### src/rtl/vm_proj_router_n.sv
// vm_proj_router_n: sorts projection words into NVM virtual-module memories by their select field.
// Optional macro VM_PROJ_DROP_CNT_EN adds drop_cnt (invalid-select plus overflow drops per event).
module vm_proj_router_n #(
  parameter int PROJ_W  = 54,
  parameter int ADDR_W  = 9,
  parameter int NVM     = 3,
  parameter int VM_W    = 13,
  parameter int VM_LSB  = 0,
  parameter int SEL_W   = 3,
  parameter int SEL_LSB = 51
) (
  input  logic                  clk,
  input  logic                  reset,
  input  logic                  en_proc,
  input  logic [ADDR_W:0]       nproj,
  output logic [ADDR_W-1:0]     read_projection,
  input  logic [PROJ_W-1:0]     projection,
  output logic [NVM-1:0]        wr_en,
  output logic [NVM*ADDR_W-1:0] wr_add,
  output logic [VM_W-1:0]       vm_projection,
  output logic                  busy,
  output logic                  done,
`ifdef VM_PROJ_DROP_CNT_EN
  output logic [ADDR_W:0]       drop_cnt,
`endif
  output logic                  overflow
);

  typedef enum logic [1:0] {IDLE, READ, DRAIN, DONE} state_t;

  state_t            state, state_nxt;
  logic [ADDR_W:0]   nproj_q, nproj_m1;
  logic              start_rd, last_addr, drain_q, slot_vld;
  logic [ADDR_W-1:0] fill_cnt [NVM];
  logic [SEL_W-1:0]  sel;
  logic [NVM-1:0]    sel_hit, chan_full;
  logic              sel_valid, full_hit;
  logic              unused_proj;

  // Only the select and VM fields are consumed; fold the rest so it is visibly intentional.
  assign unused_proj = ^projection;

  assign start_rd  = (state == IDLE) && en_proc && (nproj != '0);
  assign nproj_m1  = nproj_q - {{ADDR_W{1'b0}}, 1'b1};
  // The address bound also stops a count larger than the memory from looping forever.
  assign last_addr = ({1'b0, read_projection} >= nproj_m1) || (&read_projection);
  assign sel       = projection[SEL_LSB +: SEL_W];

  always_comb begin
    sel_hit   = '0;
    chan_full = '0;
    for (int k = 0; k < NVM; k++) begin
      if (32'(sel) == k) sel_hit[k] = 1'b1;
      chan_full[k] = &fill_cnt[k];
    end
    sel_valid = |sel_hit;
    full_hit  = |(sel_hit & chan_full);
  end

  always_ff @(posedge clk) begin
    if (reset) state <= IDLE;
    else       state <= state_nxt;
  end

  always_comb begin
    state_nxt = state;
    case (state)
      IDLE:    if (en_proc) state_nxt = (nproj == '0) ? DONE : READ;
      READ:    if (last_addr) state_nxt = DRAIN;
      DRAIN:   if (drain_q) state_nxt = DONE;
      DONE:    state_nxt = IDLE;
      default: state_nxt = IDLE;
    endcase
  end

  always_ff @(posedge clk) begin
    if (reset) begin
      read_projection <= '0;
      nproj_q         <= '0;
      drain_q         <= 1'b0;
      slot_vld        <= 1'b0;
      busy            <= 1'b0;
      done            <= 1'b0;
    end else begin
      slot_vld <= (state == READ);
      drain_q  <= (state == DRAIN) && !drain_q;
      busy     <= (state_nxt != IDLE);
      done     <= (state_nxt == DONE);
      if (start_rd) begin
        nproj_q         <= nproj;
        read_projection <= '0;
      end else if ((state == READ) && !last_addr) begin
        read_projection <= read_projection + ADDR_W'(1);
      end
    end
  end

  // Write stage: the top address of every VM memory is the full marker and is never written.
  always_ff @(posedge clk) begin
    if (reset) begin
      wr_en         <= '0;
      wr_add        <= '0;
      vm_projection <= '0;
      overflow      <= 1'b0;
      for (int k = 0; k < NVM; k++) fill_cnt[k] <= '0;
`ifdef VM_PROJ_DROP_CNT_EN
      drop_cnt      <= '0;
`endif
    end else begin
      wr_en <= '0;
      if (start_rd) begin
        overflow <= 1'b0;
        for (int k = 0; k < NVM; k++) fill_cnt[k] <= '0;
`ifdef VM_PROJ_DROP_CNT_EN
        drop_cnt <= '0;
`endif
      end else if (slot_vld) begin
        vm_projection <= projection[VM_LSB +: VM_W];
        for (int k = 0; k < NVM; k++) begin
          if (sel_hit[k] && !chan_full[k]) begin
            wr_en[k]                     <= 1'b1;
            wr_add[k*ADDR_W +: ADDR_W]   <= fill_cnt[k];
            fill_cnt[k]                  <= fill_cnt[k] + ADDR_W'(1);
          end
        end
        if (full_hit) overflow <= 1'b1;
`ifdef VM_PROJ_DROP_CNT_EN
        if ((!sel_valid || full_hit) && (drop_cnt != '1))
          drop_cnt <= drop_cnt + (ADDR_W+1)'(1);
`endif
      end
    end
  end

endmodule

### config.mk
export PLATFORM = sky130hd
export DESIGN_NAME = vm_proj_router_n
export DESIGN_NICKNAME = d
export VERILOG_FILES = /design/src/rtl/vm_proj_router_n.sv
export SDC_FILE = /design/constraint.sdc
export NUM_CORES = 1
export LEC_CHECK = 0
export CAP_MARGIN = 20
export CELL_PAD_IN_SITES_DETAIL_PLACEMENT = 1
export CELL_PAD_IN_SITES_GLOBAL_PLACEMENT = 2
export CORE_ASPECT_RATIO = 1.1
export CORE_MARGIN = 2
export CORE_UTILIZATION = 31
export CTS_BUF_LIST = sky130_fd_sc_hd__clkbuf_8 sky130_fd_sc_hd__clkbuf_16
export CTS_CLUSTER_SIZE = 40
export DETAILED_ROUTE_END_ITERATION = 7
export PLACE_DENSITY = 0.95
export SLEW_MARGIN = 15
export SYNTH_ARGS = -nofsm -noshare
export SYNTH_HDL_FRONTEND = slang
export SYNTH_SLANG_ARGS = --single-unit
export TNS_END_PERCENT = 100
### constraint.sdc
create_clock -name clk -period 8.18 [get_ports clk]
set_clock_uncertainty 0.05 [all_clocks]
set_input_delay 0.818 -clock clk [delete_from_list [all_inputs] [get_ports clk]]
set_output_delay 0.818 -clock clk [all_outputs]
set_load 0.005 [all_outputs]
# --- Word level (Yosys, flattened, before mapping) ---
# Memories as Yosys holds them, arrays and structs flattened.
# Cells that the tools add are included.
classes:
  addsub: 5
  order_cmp: 1
  n_eq_ne: 6
  n_mux: 34
  bitwise: 9
  n_reduce_logical: 30
ops:
  columns: ["cell", "n"]
  rows:
  - ["two-way mux 9 bit", 6]
  - ["adder 9 x 1 -> 9 bit (second input constant)", 4]
  - ["AND reduction 9 bit", 4]
  - ["two-way mux 1 bit", 23]
  - ["greater-or-equal comparator 9 x 10 -> 1 bit", 1]
  - ["logical NOT 10 bit", 1]
  - ["nonzero test 10 bit", 1]
  - ["subtractor 10 x 1 -> 10 bit (second input constant)", 1]
  - ["AND reduction 3 bit", 3]
  - ["two-way mux 2 bit", 4]
  - ["one-hot mux 2 bit (4 select lines)", 1]
  - ["logical AND 1 bit", 7]
  - ["== test 2 bit (second input constant)", 3]
  - ["bitwise OR 1 bit", 6]
  - ["OR reduction 3 bit", 2]
  - ["logical NOT 1 bit", 5]
  - ["AND reduction 2 bit", 2]
  - ["AND 3 bit", 1]
  - ["== test 3 x 1 -> 1 bit (second input constant)", 1]
  - ["== test 3 x 2 -> 1 bit (second input constant)", 1]
  - ["logical NOT 3 bit", 1]
  - ["== test 2 x 1 -> 1 bit (second input constant)", 1]
  - ["logical NOT 2 bit", 1]
  - ["inverter 1 bit", 2]
  - ["3 further kinds", 3]
totals:
  reg_bits: 69
  ram_bits: 27
  inputBits: 67
  memories: 1
memory_table:
  columns: ["memory", "words", "word_bits", "rd", "rd_clocked_by_memory_dff", "write_ports", "line", "text"]
  rows:
  - ["fill_cnt", 3, 9, 3, 0, 3, "34", "logic [ADDR_W-1:0] fill_cnt [NVM];"]

# --- Logic depth before layout (Yosys ltp) ---
logic_depth:
  depth_word: 9
  mapped_depth: 12

# --- Worst setup path before layout ---
# OpenSTA, ideal clock, no wires.
synth_path:
  path_kind: "input -> register"
  from: "in nproj[9]"
  to: "mem fill_cnt[2][0], in the netlist fill_cnt[0][18] (enable)"
  setup_ps: 376
  t_arrival_ps: 2593
  setup_slack_ps: 5161
  path_stages: 5
  n_path_buf: 1
  cell_sequence: "or4_1 > o311ai_4 > nand4_1 > buf_2 > o21ai_1"
synth_rtl:
  columns: ["item", "line", "text"]
  rows:
  - ["start, declared", "15", "input logic [ADDR_W:0] nproj,"]
  - ["end, declared", "34", null]

==> results by stage <==
Synth:
- The number of different library cells used by synthesis comes to 47.
- Of all flip-flops after synthesis, the portion carrying an async set or reset was 0.
- In the synthesized netlist, the cells that appear most often are 75 x sky130_fd_sc_hd__nor2_1, 69 x sky130_fd_sc_hd__dfxtp_1, 62 x sky130_fd_sc_hd__nand2_1, 37 x sky130_fd_sc_hd__a21oi_1, 27 x sky130_fd_sc_hd__edfxtp_1.
- The total number of yosys warnings is 0.
- The mean cell area of the mapped netlist is 9.49 um^2.
- The dominant register cell in the synthesized netlist is sky130_fd_sc_hd__dfxtp_1.
- The basic-gate share of the synthesized area counting and, or, nand and nor cells is 0.219.
- The compound-cell area share of the yosys netlist came to 0.0847.
- After synthesis, the largest family of logic cells by area is simple AND/OR/NAND/NOR gates.
- The synthesized instance count is between 400 and 500.
- When the netlist entered floorplanning its net count stood at 543.
- Yosys attributes the largest share of cell area to sky130_fd_sc_hd__dfxtp_1 32%, sky130_fd_sc_hd__edfxtp_1 19%, sky130_fd_sc_hd__nor2_1 6.5%, sky130_fd_sc_hd__mux2i_1 6.0%, sky130_fd_sc_hd__nand2_1 5.4%.
- The synthesized area is 4350 um^2.
- The portion of netlist area occupied by mux cells is 0.0599.
- The synthesized design spends more area on one cell type than any other, namely sky130_fd_sc_hd__dfxtp_1.
- In this run, synthesis inferred 27 flip-flops with an integrated enable.
- The count of state elements after synthesis is 96.
- The synthesized-area fraction occupied by adder cells is 0.0518.
- The most frequent cell after synthesis is sky130_fd_sc_hd__nor2_1.
- The share of synthesized area in the top cell type comes to 0.318.
- The parity-gate share of the synthesized area counting xor and xnor cells is 0.0524.
- The sequential fraction of the synthesis area is 0.504.

STA:
- The number of hold violations in the final report is 0.
- The sum of negative setup slack is 0 ps.
- Setup violations remaining at the end of the flow were counted as 0.
- In this run the tightest slew margin relative to its limit is 0.317.
- For the pin with the worst max-slew slack, the measured transition is 1020 ps.
- Static timing analysis puts the maximum clock frequency at 225 MHz.
- In the finished design, the share of the clock period the worst path needs comes to 0.542.
- Setup repair after global routing left no endpoint under its margin.
- The clock period minus final worst setup slack is ~4400 ps.
- The final-report max-slew violation count is 0.

CTS:
- The number of resized instances in the post-cts repair step is 0.
- TritonCTS built the clock tree.
- The clock reaches the later pin of the worst-skew pair after 350 ps.
- The post-CTS clock slew at the launch and capture registers of the worst setup and hold paths is around 70 ps.
- The clock drives 96 sinks.
- The buffers inserted during post-CTS setup optimization is 0.
- The buffer cell driving the clock tree root is sky130_fd_sc_hd__clkbuf_16.
- The H-tree was split into 3 levels.
- The number of clock buffers added by TritonCTS is 9.
- Buffers inserted to repair hold after CTS numbered 0.
- The maximum clock insertion buffer count is 2.

Critical path:
- The critical path start-end classification is input port to register.
- Tracing the worst setup path back leads to its startpoint at nproj[9].
- The worst setup path is launched from an input port.
- In this run the worst path has a maximum fanout of 13.
- The count of buffering cells on the critical path with inverters included is 1.
- Data arrives at the worst endpoint at roughly 4400 ps.
- Broken down by cell family, the worst path's largest delay share belongs to compound AO/OA/AOI/OAI gates.
- The slowest stage of the critical path is the sky130_fd_sc_hd__o21ai_1 cell.
- In this run the critical register-to-register path is launched from fill_cnt[0][18].
- The largest single stage delay on the critical path is 930 ps.
- The endpoint type of the worst setup path is a register.
- The critical path data required time is 8110 ps.
- The signal on the critical path passes through clkdlybuf4s50_1, or4_1, o311ai_4, nand4_1, o21ai_1.

Floorplan:
- Pin placement for this block handled 122 I/O pins.
- The die outline height is 128 um.
- The core region is 13,700 um^2.
- The starting density of the core is 0.316.
- In this run the core area contains 45 standard-cell rows.
- The die is 117 um wide.
- The floorplan step defined a die boundary enclosing 15,000 um^2.

Global route:
- Entering global routing, the biggest net connects 65 pins.
- The number of global-route vias before repair was 3,728.
- For this run, the total global-route usage over all layers was measured as 0.155.
- The first global-routing pass estimated 18,100 um of wire.
- The global route total overflow is 0.
- The number of antenna violations at the first check in global routing is 0.

Drt:
- The residual antenna-violating net count after detailed routing is 0.
- After detailed routing, the number of remaining DRC violations is 0.
- The total wire length after detailed routing is 10,800 um.
- The count of routing violations after the opening detailed-route iteration is 185.
- The routed wirelength normalized by instance count is 14.9 um.
- Across all layers, the routed design uses 3,555 vias.
- Before antenna repair, the detailed router went through 4 iterations.
- The via density per instance is 4.89.

Placement:
- Routability-driven placement finished with a final weighted congestion of around 0.8.
- The placed wire-length estimate after detailed placement is 7910 um.
- The port buffer count is 83.

Pwr:
- IR analysis of the VDD net gives a maximum drop of a little over 0.09 mV.
- The total chip power is 0.00109 W.
- The leakage power of the design is about 2.1 nW.
- Power spread over the standard cell area amounts to 193 nW/um^2.

Status:
- The flow ran to the end, and the final reports show no timing, DRC or antenna violations.

Hold path:
- The critical hold path startpoint is drain_q.
- In this run the worst hold path is classified as register to register.

Run:
- Max-cap violations in this run came to 0.

Finish:
- For this run, the post-layout net count is 619.
- In the final layout, the share of cells above drive strength 1 is 0.0445.
- The synthesis-to-layout area growth is 29.7%.
- The number of antenna cells inserted is 0.
-- placed cells by master (no fill, tap or decap), drive strengths merged, types with 3 or more instances in the layout --
cell type	instances
and4	3
and3	6
a21oi	37
nor2b	5
nor2	75
xor2	14
xnor2	12
edfxtp	27
or4	6
dfxtp	69
nand2	62
o21ai	7
o31ai	3
nor3b	3
nand3	17
nand4	4
nor3	6
mux2i	26
nand2b	7
ha	18
nand3b	3
clkbuf	9
inv	13
clkdlybuf4s50	82
-- where the power goes --
group | internal [W] | switching (W) | total [W]
registers | 0.000511 | 0.0000226 | 0.000533
logic | 0.0000567 | 0.0000653 | 0.000122
clock network | 0.000241 | 0.000192 | 0.000434
-- registers in the layout (all words and copies together), names as in the netlist --
| name | cells |
|---|---|
| busy | 1 |
| done | 1 |
| drain_q | 1 |
| fill_cnt | 27 |
| nproj_q | 10 |
| overflow | 1 |
| read_projection | 9 |
| slot_vld | 1 |
| state | 2 |
| vm_projection | 13 |
| wr_add | 27 |
| wr_en | 3 |
-- layout make-up --
| class | count | area, um^2 |
|---|---|---|
| timing repair buffer | 84 | 833 |
| tap | 188 | 235 |
| clock buffer | 9 | 225 |
| clock inverter | 7 | 80.1 |
| inverter | 9 | 33.8 |
| fill | 1615 | 8100 |
| sequential | 96 | 2190 |
| multi-input combinational | 334 | 2030 |
-- cell families (layout without fill, tap and decap cells) --
family,count (synthesis),count (layout)
muxes,26,26
AOI/OAI and AO/OA,60,60
buffers and inverters,28,109
and+or+nand+nor,204,204
xor gates and xnor gates,26,26
DFF,96,96
adders and majority gates,18,18
-- layer usage --
metal	vias to the layer above	track usage	wire length, um
li1	1743	-	-
met1	1723	0.176	4530
met2	71	0.273	5620
met4	0	0.0484	203
met3	18	0.0487	457
met5	-	0	0
-- worst reg2reg max path, delay by kind of cell, from the launching register on --
kind	cells	cell delay, ps
AOI/OAI and AO/OA	1	940
adders and majority gates	2	460
DFF	1	470
and+or+nand+nor	5	1130
-- path summary, 6_finish.rpt --
kind | to | slack (ps) | depth (start not counted)
setup / recovery | fill_cnt[0][20] | 3740 | 5
hold / removal | drain_q | 380 | 1
setup reg to reg | fill_cnt[0][20] | 4760 | 8
hold reg to reg | drain_q | 380 | 1
-- metrics by stage --
| stage | worst slack (ps) | area [um^2] | hold slack, ps | instances | utilization |
|---|---|---|---|---|---|
| final | 3740 | 5630 | 378 | 727 | 0.410 |
| after global routing | 3440 | 5630 | 410 | 727 | 0.410 |
| after CTS | 3730 | 5630 | 381 | 727 | 0.410 |
| after detailed placement | 3350 | 5330 | 372 | 711 | 0.388 |
| after global placement | 3440 | 5330 | 360 | 711 | 0.388 |
| after floorplan | 5160 | 4350 | 351 | 458 | - |
Power figures use the tool's default switching activity.
